[src/rtl/alu_seq.sv]
// alu_seq: multi-cycle ALU with registered NZCV flags and an iterative shift-add multiplier
module alu_seq #(
  parameter int WIDTH  = 32,
  parameter bit MUL_EN = 1'b1
) (
  input  logic             clk,
  input  logic             reset,
  input  logic             start,
  input  logic [WIDTH-1:0] a,
  input  logic [WIDTH-1:0] b,
  input  logic [2:0]       ALUControl,
  output logic [WIDTH-1:0] Result,
  output logic [3:0]       ALUFlags,
  output logic             busy,
  output logic             done
);
  localparam int SW = $clog2(WIDTH);
  localparam logic [0:0] IDLE = 1'b0;
  localparam logic [0:0] MUL  = 1'b1;
  logic [0:0]         state_q, state_d;
  logic [2*WIDTH-1:0] mcand_q, mcand_d, acc_q, acc_d, acc_nx;
  logic [WIDTH-1:0]   mplier_q, mplier_d, result_q, result_d, bx, r;
  logic [3:0]         flags_q, flags_d;
  logic [SW-1:0]      cnt_q, cnt_d, s;
  logic               done_q, done_d, c, v;
  logic [WIDTH:0]     sum, shl_w, shr_w;
  always_comb begin
    s     = b[SW-1:0];
    bx    = ALUControl[0] ? ~b : b;
    sum   = {1'b0, a} + {1'b0, bx} + {{WIDTH{1'b0}}, ALUControl[0]};
    shl_w = {1'b0, a} << s;
    shr_w = {a, 1'b0} >> s;
    r = '0;
    c = 1'b0;
    v = 1'b0;
    case (ALUControl)
      3'b000, 3'b001: begin
        r = sum[WIDTH-1:0];
        c = sum[WIDTH];
        // bx already carries the inverted b for sub, so one overflow rule covers both
        v = (a[WIDTH-1] == bx[WIDTH-1]) && (sum[WIDTH-1] != a[WIDTH-1]);
      end
      3'b010: r = a & b;
      3'b011: r = a | b;
      3'b100: r = a ^ b;
      3'b110: {c, r} = shl_w;
      3'b111: {r, c} = shr_w;
      default: r = '0;
    endcase
  end
  always_comb begin
    acc_nx   = acc_q + (mplier_q[0] ? mcand_q : '0);
    state_d  = state_q;
    mcand_d  = mcand_q;
    mplier_d = mplier_q;
    acc_d    = acc_q;
    cnt_d    = cnt_q;
    result_d = result_q;
    flags_d  = flags_q;
    done_d   = 1'b0;
    if (state_q == IDLE && start) begin
      if (ALUControl == 3'b101 && MUL_EN) begin
        mcand_d  = {{WIDTH{1'b0}}, a};
        mplier_d = b;
        acc_d    = '0;
        cnt_d    = '0;
        state_d  = MUL;
      end else begin
        result_d = r;
        flags_d  = {r[WIDTH-1], r == '0, c, v};
        done_d   = 1'b1;
      end
    end else if (state_q == MUL) begin
      acc_d    = acc_nx;
      mcand_d  = mcand_q << 1;
      mplier_d = mplier_q >> 1;
      cnt_d    = cnt_q + 1'b1;
      if (cnt_q == SW'(WIDTH - 1)) begin
        result_d = acc_nx[WIDTH-1:0];
        flags_d  = {acc_nx[WIDTH-1], acc_nx[WIDTH-1:0] == '0, |acc_nx[2*WIDTH-1:WIDTH], 1'b0};
        done_d   = 1'b1;
        state_d  = IDLE;
      end
    end
  end
  always_ff @(posedge clk or posedge reset) begin
    if (reset) begin
      state_q  <= IDLE;
      mcand_q  <= '0;
      mplier_q <= '0;
      acc_q    <= '0;
      cnt_q    <= '0;
      result_q <= '0;
      flags_q  <= '0;
      done_q   <= 1'b0;
    end else begin
      state_q  <= state_d;
      mcand_q  <= mcand_d;
      mplier_q <= mplier_d;
      acc_q    <= acc_d;
      cnt_q    <= cnt_d;
      result_q <= result_d;
      flags_q  <= flags_d;
      done_q   <= done_d;
    end
  end
  assign Result   = result_q;
  assign ALUFlags = flags_q;
  assign busy     = state_q == MUL;
  assign done     = done_q;
endmodule

[config.mk]
export PLATFORM = sky130hd
export DESIGN_NAME = alu_seq
export DESIGN_NICKNAME = d
export VERILOG_FILES = /design/src/rtl/alu_seq.sv
export SDC_FILE = /design/constraint.sdc
export NUM_CORES = 1
export LEC_CHECK = 0
export CORE_MARGIN = 2
export CORE_UTILIZATION = 45
export CTS_CLUSTER_SIZE = 40
export DETAILED_ROUTE_END_ITERATION = 7
export PLACE_DENSITY = 0.66
export SETUP_SLACK_MARGIN = 0.02
export SLEW_MARGIN = 10
export SYNTH_ARGS = -nofsm -noshare
export SYNTH_HDL_FRONTEND = slang
export SYNTH_SLANG_ARGS = --single-unit
export TNS_END_PERCENT = 5
[constraint.sdc]
create_clock -name clk -period 6.8 [get_ports clk]
set_input_delay 1.02 -clock clk [delete_from_list [all_inputs] [get_ports clk]]
set_output_delay 1.02 -clock clk [all_outputs]
set_load 0.01 [all_outputs]
**Yosys cells after proc, flatten, opt, wreduce, memory -nomap -nowiden**

Cells that the tools add are included.

- Word-level logic and storage cells: 75
- Bits in registers: 203
- Output and inout bits: 38

- Bitwise logic cells: 5
- Mux-type cells: 33
- Shift operators: 2
- Reduce and logical (&&, ||, !) cells: 11
- $add $sub $neg: 4
- Equal/unequal tests: 12

Operator list:

| cell | number |
|---|---|
| two-way mux 64 bit | 7 |
| two-way mux 32 bit | 8 |
| case mux 32 bit (6 select lines) | 1 |
| adder 64 bit | 1 |
| zero test 32 bit | 2 |
| adder 32 x 32 -> 33 bit | 1 |
| adder 33 x 1 -> 33 bit | 1 |
| left shift 32 x 5 -> 33 bit | 1 |
| >> shifter 33 x 5 -> 33 bit | 1 |
| bitwise AND 32 bit | 1 |
| inverter 32 bit | 1 |
| bitwise OR 32 bit | 1 |
| OR reduction 32 bit | 1 |
| bitwise XOR 32 bit | 1 |
| two-way mux 4 bit | 4 |
| two-way mux 5 bit | 3 |
| == test 3 bit, second input constant | 4 |
| two-way mux 1 bit | 9 |
| == test 3 x 2 -> 1 bit, second input constant | 2 |
| adder 5 x 1 -> 5 bit, second input constant | 1 |
| == test 5 bit, second input constant | 1 |
| nonzero test 2 bit | 2 |
| == test 3 x 1 -> 1 bit, second input constant | 1 |
| zero test 3 bit | 1 |
| other kinds (10) | 11 |

**Logic depth before layout (Yosys ltp)**

- Depth in word-level cells: 9
- Depth in mapped cells: 21
- Mapped depth without buffers: 15

**Least setup slack after synthesis**

No wires, ideal clock.

- Kind: input port to flip-flop
- From: input ALUControl[0]
- To: register flags_q[2], in the netlist ALUFlags[2]
- Setup time: 0.080 ns
- Path buffers: 6
- Required time: 6.720 ns
- Slack: 0.624 ns
- Data arrival time: 6.096 ns
- Cell stages on the path: 20
- Cells stage by stage: clkbuf_1 > buf_2 > buf_1 > buf_1 > clkbuf_1 > clkbuf_1 > xor2_1 > ha_1 > a21o_1 > a21o_1 > a221o_1 > and3_1 > nor3_1 > mux2i_1 > a211oi_1 > nand3_1 > nor4_1 > and4b_1 > or4b_1 > o211ai_2

- Longest elaborated chain between the ends: 7
- Elaborated cells on any way between the ends: 18
- Those cells by class: 2 x add/sub; 8 x eq/ne; 4 x mux; 4 x reduce/logical

RTL lines:

| item | RTL line | text |
|---|---|---|
| start: declaration | 11 | `input logic [2:0] ALUControl,` |
| two-way mux 32 bit | 29 | `bx = ALUControl[0] ? ~b : b;` |
| adder 32 x 32 -> 33 bit | 30 | `sum = {1'b0, a} + {1'b0, bx} + {{WIDTH{1'b0}}, ALUControl[0]};` |
| adder 33 x 1 -> 33 bit | 30 |  |
| case mux 32 bit (6 select lines) | 36 | `case (ALUControl)` |
| zero test 32 bit | 70 | `flags_d = {r[WIDTH-1], r == '0, c, v};` |
| two-way mux 4 bit | 62 | `if (ALUControl == 3'b101 && MUL_EN) begin` |
| two-way mux 4 bit | 61 | `if (state_q == IDLE && start) begin` |
| end signal: assignment | 103 | `flags_q <= flags_d;` |
| end: declaration | 23 | `logic [3:0] flags_q, flags_d;` |

Parallel ways exist; a longest one is shown, timed or not. The select of a mux whose other input is x is not followed.
A chain may end at the register's enable or synchronous reset.

**Worst setup path in the final report**

- From: input a[12]
- To: register flags_q[2], in the netlist ALUFlags[2]

- Longest elaborated chain between the ends: 6
- Elaborated cells on any way between the ends: 11
- Those cells by class: 2 x add/sub; 2 x shift; 3 x mux; 3 x bitwise; 1 x reduce/logical

RTL lines:

| item | RTL line | text |
|---|---|---|
| start: declaration | 9 | `input logic [WIDTH-1:0] a,` |
| adder 32 x 32 -> 33 bit | 30 |  |
| adder 33 x 1 -> 33 bit | 30 |  |
| case mux 32 bit (6 select lines) (*) | 36 |  |
| zero test 32 bit (*) | 70 |  |
| two-way mux 4 bit (*) | 62 |  |
| two-way mux 4 bit (*) | 61 |  |

Every way passes the cells marked *; elsewhere a longest branch is shown, timed or not. The select of a mux whose other input is x is not followed.

==> results.md <==
* Status: completed
* Post-CTS resize count at 0
* Final total power at 7.67 mW
* Vias per std cell at 6.35
* Io pins at 108
* Synth warnings at 0
* Setup bufs post-CTS at 0
* Final hold vios at 0
* Synth unique cells at 92
* DRT iter0 DRCs at 2129
* Buf/Inv on CP at 2
* Cell Chain, Critical Path: clkdlybuf4s50_1 -> ha_1 -> and4_1 -> a221o_1 -> and3_1 -> nor3_1 -> buf_4 -> mux2i_1 -> a211oi_1 -> nand3_1 -> nor4_1 -> and4b_1 -> or4b_1 -> o211ai_2
* Power density over the cells at 330 nW/um2
* Area after DPL at 22300 um2
* Tcrit/Tclk final at 0.896
* Critical path type: input port to flop
* Vias at 20558
* TritonCTS clock tree: built
* Setup TNS Final at 0 ps
* Remaining antenna violation count at 0
* Layout Cells excl Fill at 3236
* Final core occ at 0.512
* Unrepaired setup endpoints after global routing: false
* Synth async-reset ratio at 1.00
* Avg Cell Area, Syn at 7.99 um2
* Critical Path Fanout Max at 12
* DP HPWL at 64.2 mm
* CP startpoint kind: input port
* Placed insts at 3187
* Final setup fails at 0
* Wire length per cell at 26.4 um
* Max-slew violation total from the final report at 0
* Core area at 45400 um2
* Synth Instances at 2594
* Root buf cell: clkbuf_16
* WP data required at 7340 ps
* Clk slew on worst S/H paths at 70 ps
* Initial antenna violation count at 1
* Overall Global Routing Usage at 0.354
* Post-synth EDFFs at 0
* Syn Nets at 2835
* Worst ir drop on vdd at 0.288 mV
* Slowest stage delay, CP at 910 ps
* Synth area leader: dfrtp_1
* DR pass1 iterations at 6
* Area grow syn2layout at 12.2%
* Starting density of the core at 0.457
* H-Tree Depth at 1
* Crit path time final at 6090 ps
* Rows at 78
* Post-Synthesis Cell Area at 20700 um2
* Delay-heaviest family, CP: simple AND/OR/NAND/NOR gates
* Die height at 219 um
* Ratio of cells with drive above 1 in the final layout at 0.0786
* Clock Latency Late Sink at 610 ps
* Slew @ Worst Pin at 1010 ps
* Fmax achieved at 164 MHz
* DRC Markers at 0
* CTS buffer count at 27
* Total of max-cap violations at 0
* Drt total wl at 85.4 mm
* Grt total ovfl at 0
* Nets at 2857
* Top cells by count, synth: nand2_1 (387), o21ai_0 (245), nor2_1 (210)
* Die area at 47800 um2
* Sink Count at 202
* Top-area cell type share of the netlist area at 0.244
* Ranking of synthesized cells by area: dfrtp_1 (24%), ha_1 (10%), nand2_1 (7.0%)
* Vias in the first global route at 19380
* Most common cell in the netlist: nand2_1
* Routability cong. at 1.05
* Pin count of the biggest net entering global routing at 131
* Worst Clk Skew at 37.7 ps
* Die Wd at 219 um
* CP arrival at 6630 ps
* Post-CTS Hold Buffers at 0
* Slowest CP cell: clkdlybuf4s50_1
* Leak pwr at 10.3 nW
* Register area share after synthesis at 0.244
* Global-route wire length before repair at 127 mm
* Clock buffer depth at 3
* Synthesized flop and latch total at 202
* IO buf count at 107
* Number of fillers in the final layout at 4440
* Endpoint type of the worst setup path: flop
* Most used flip-flop cell after synthesis: dfrtp_1
* Final instance area at 23300 um2
* Relative slew slack at 0.323
* Hold crit path type: flop to flop
==> per-stage QoR <==
step	setup slack, ps	hold WS (ps)
floorplan	269	449
global placement	294	456
detailed placement	304	464
CTS	972	476
global route	768	499
finish	710	473
==> cell type report <==
| class | instances | area [um2] | share of cell area |
|---|---|---|---|
| well taps | 600 | 751 | 0.0323 |
| clock buffers | 36 | 769 | 0.0331 |
| diodes | 1 | 2.50 | 0.000108 |
| inverters | 116 | 443 | 0.0190 |
| clock inverters | 12 | 161 | 0.00694 |
| multi-input cells | 2107 | 14600 | 0.627 |
| flip-flops and latches | 202 | 5060 | 0.218 |
| repair buffers | 162 | 1490 | 0.0643 |
==> path summary, 6_finish.rpt <==
| path | startpoint | end | slack [ps] | depth (start not counted) |
|---|---|---|---|---|
| max | a[12] | ALUFlags[2] | 710 | 14 |
| min | Result[4] | Result[4] | 470 | 2 |
| max reg2reg | mplier_q[0] | ALUFlags[1] | 1240 | 15 |
| min reg2reg | Result[4] | Result[4] | 470 | 2 |
| max in group asynchronous | reset | acc_q[36] | 4700 | 3 |
| min in group asynchronous | reset | acc_q[47] | 880 | 2 |
==> flip-flops by register name (all words and copies together), names as in the netlist <==
register	count
ALUFlags	3
acc_q	64
mcand_q	64
Result	32
done	1
mplier_q	32
cnt_q	5
busy	1
==> cell families (layout without fill, tap and decap cells) <==
kind of cell,count (synthesis),in the layout,share of synthesized area
fa+ha+maj,171,171,0.104
simple gates,900,900,0.200
flops,202,202,0.244
other cells,0,1,0
buf+inv,285,326,0.0545
mux,207,207,0.136
compound gates,729,729,0.219
xor+xnor,100,100,0.0423
==> worst reg2reg max path, cell delays in order, from the launching register on <==
cell and delay [ps]:
dfrtp_1 580, and2_1 250, ha_1 210, fa_1 440, a21o_1 200, a221o_1 370, a2111oi_2 630, o21ai_1 260
a21boi_1 550, o221ai_1 230, xnor2_1 200, nor4_1 550, nand4b_1 250, nor4_1 390, and4_1 260, a31oi_1 80
==> metal layers <==
metal | track usage | part of all wire
met2 | 0.526 | 0.43
met3 | 0.0628 | 0.082
met5 | 0 | 0
met4 | 0.144 | 0.044
met1 | 0.504 | 0.44
==> power by group <==
group          total (mW)  switching (mW)  leakage, nW  internal [mW]
logic                4.02            2.55         7.19           1.48
clock network        1.53           0.622        0.464          0.910
registers            2.11           0.395         2.59           1.72
total                7.67            3.56         10.3           4.10
==> cell usage in the layout (no fill, tap or decap), types with 38 or more instances in the layout <==
cell type	instances
a21o_1	48
a21oi_1	179
and2_1	72
buf_4	55
clkdlybuf4s50_1	103
dfrtp_1	201
ha_1	169
inv_1	112
mux2i_1	127
mux4_2	52
nand2_1	387
nand3_1	42
nor2_1	208
nor3_1	45
o21ai_0	245
xnor2_1	38
xor2_1	62
Note: power is estimated with default switching activity, not from simulation.
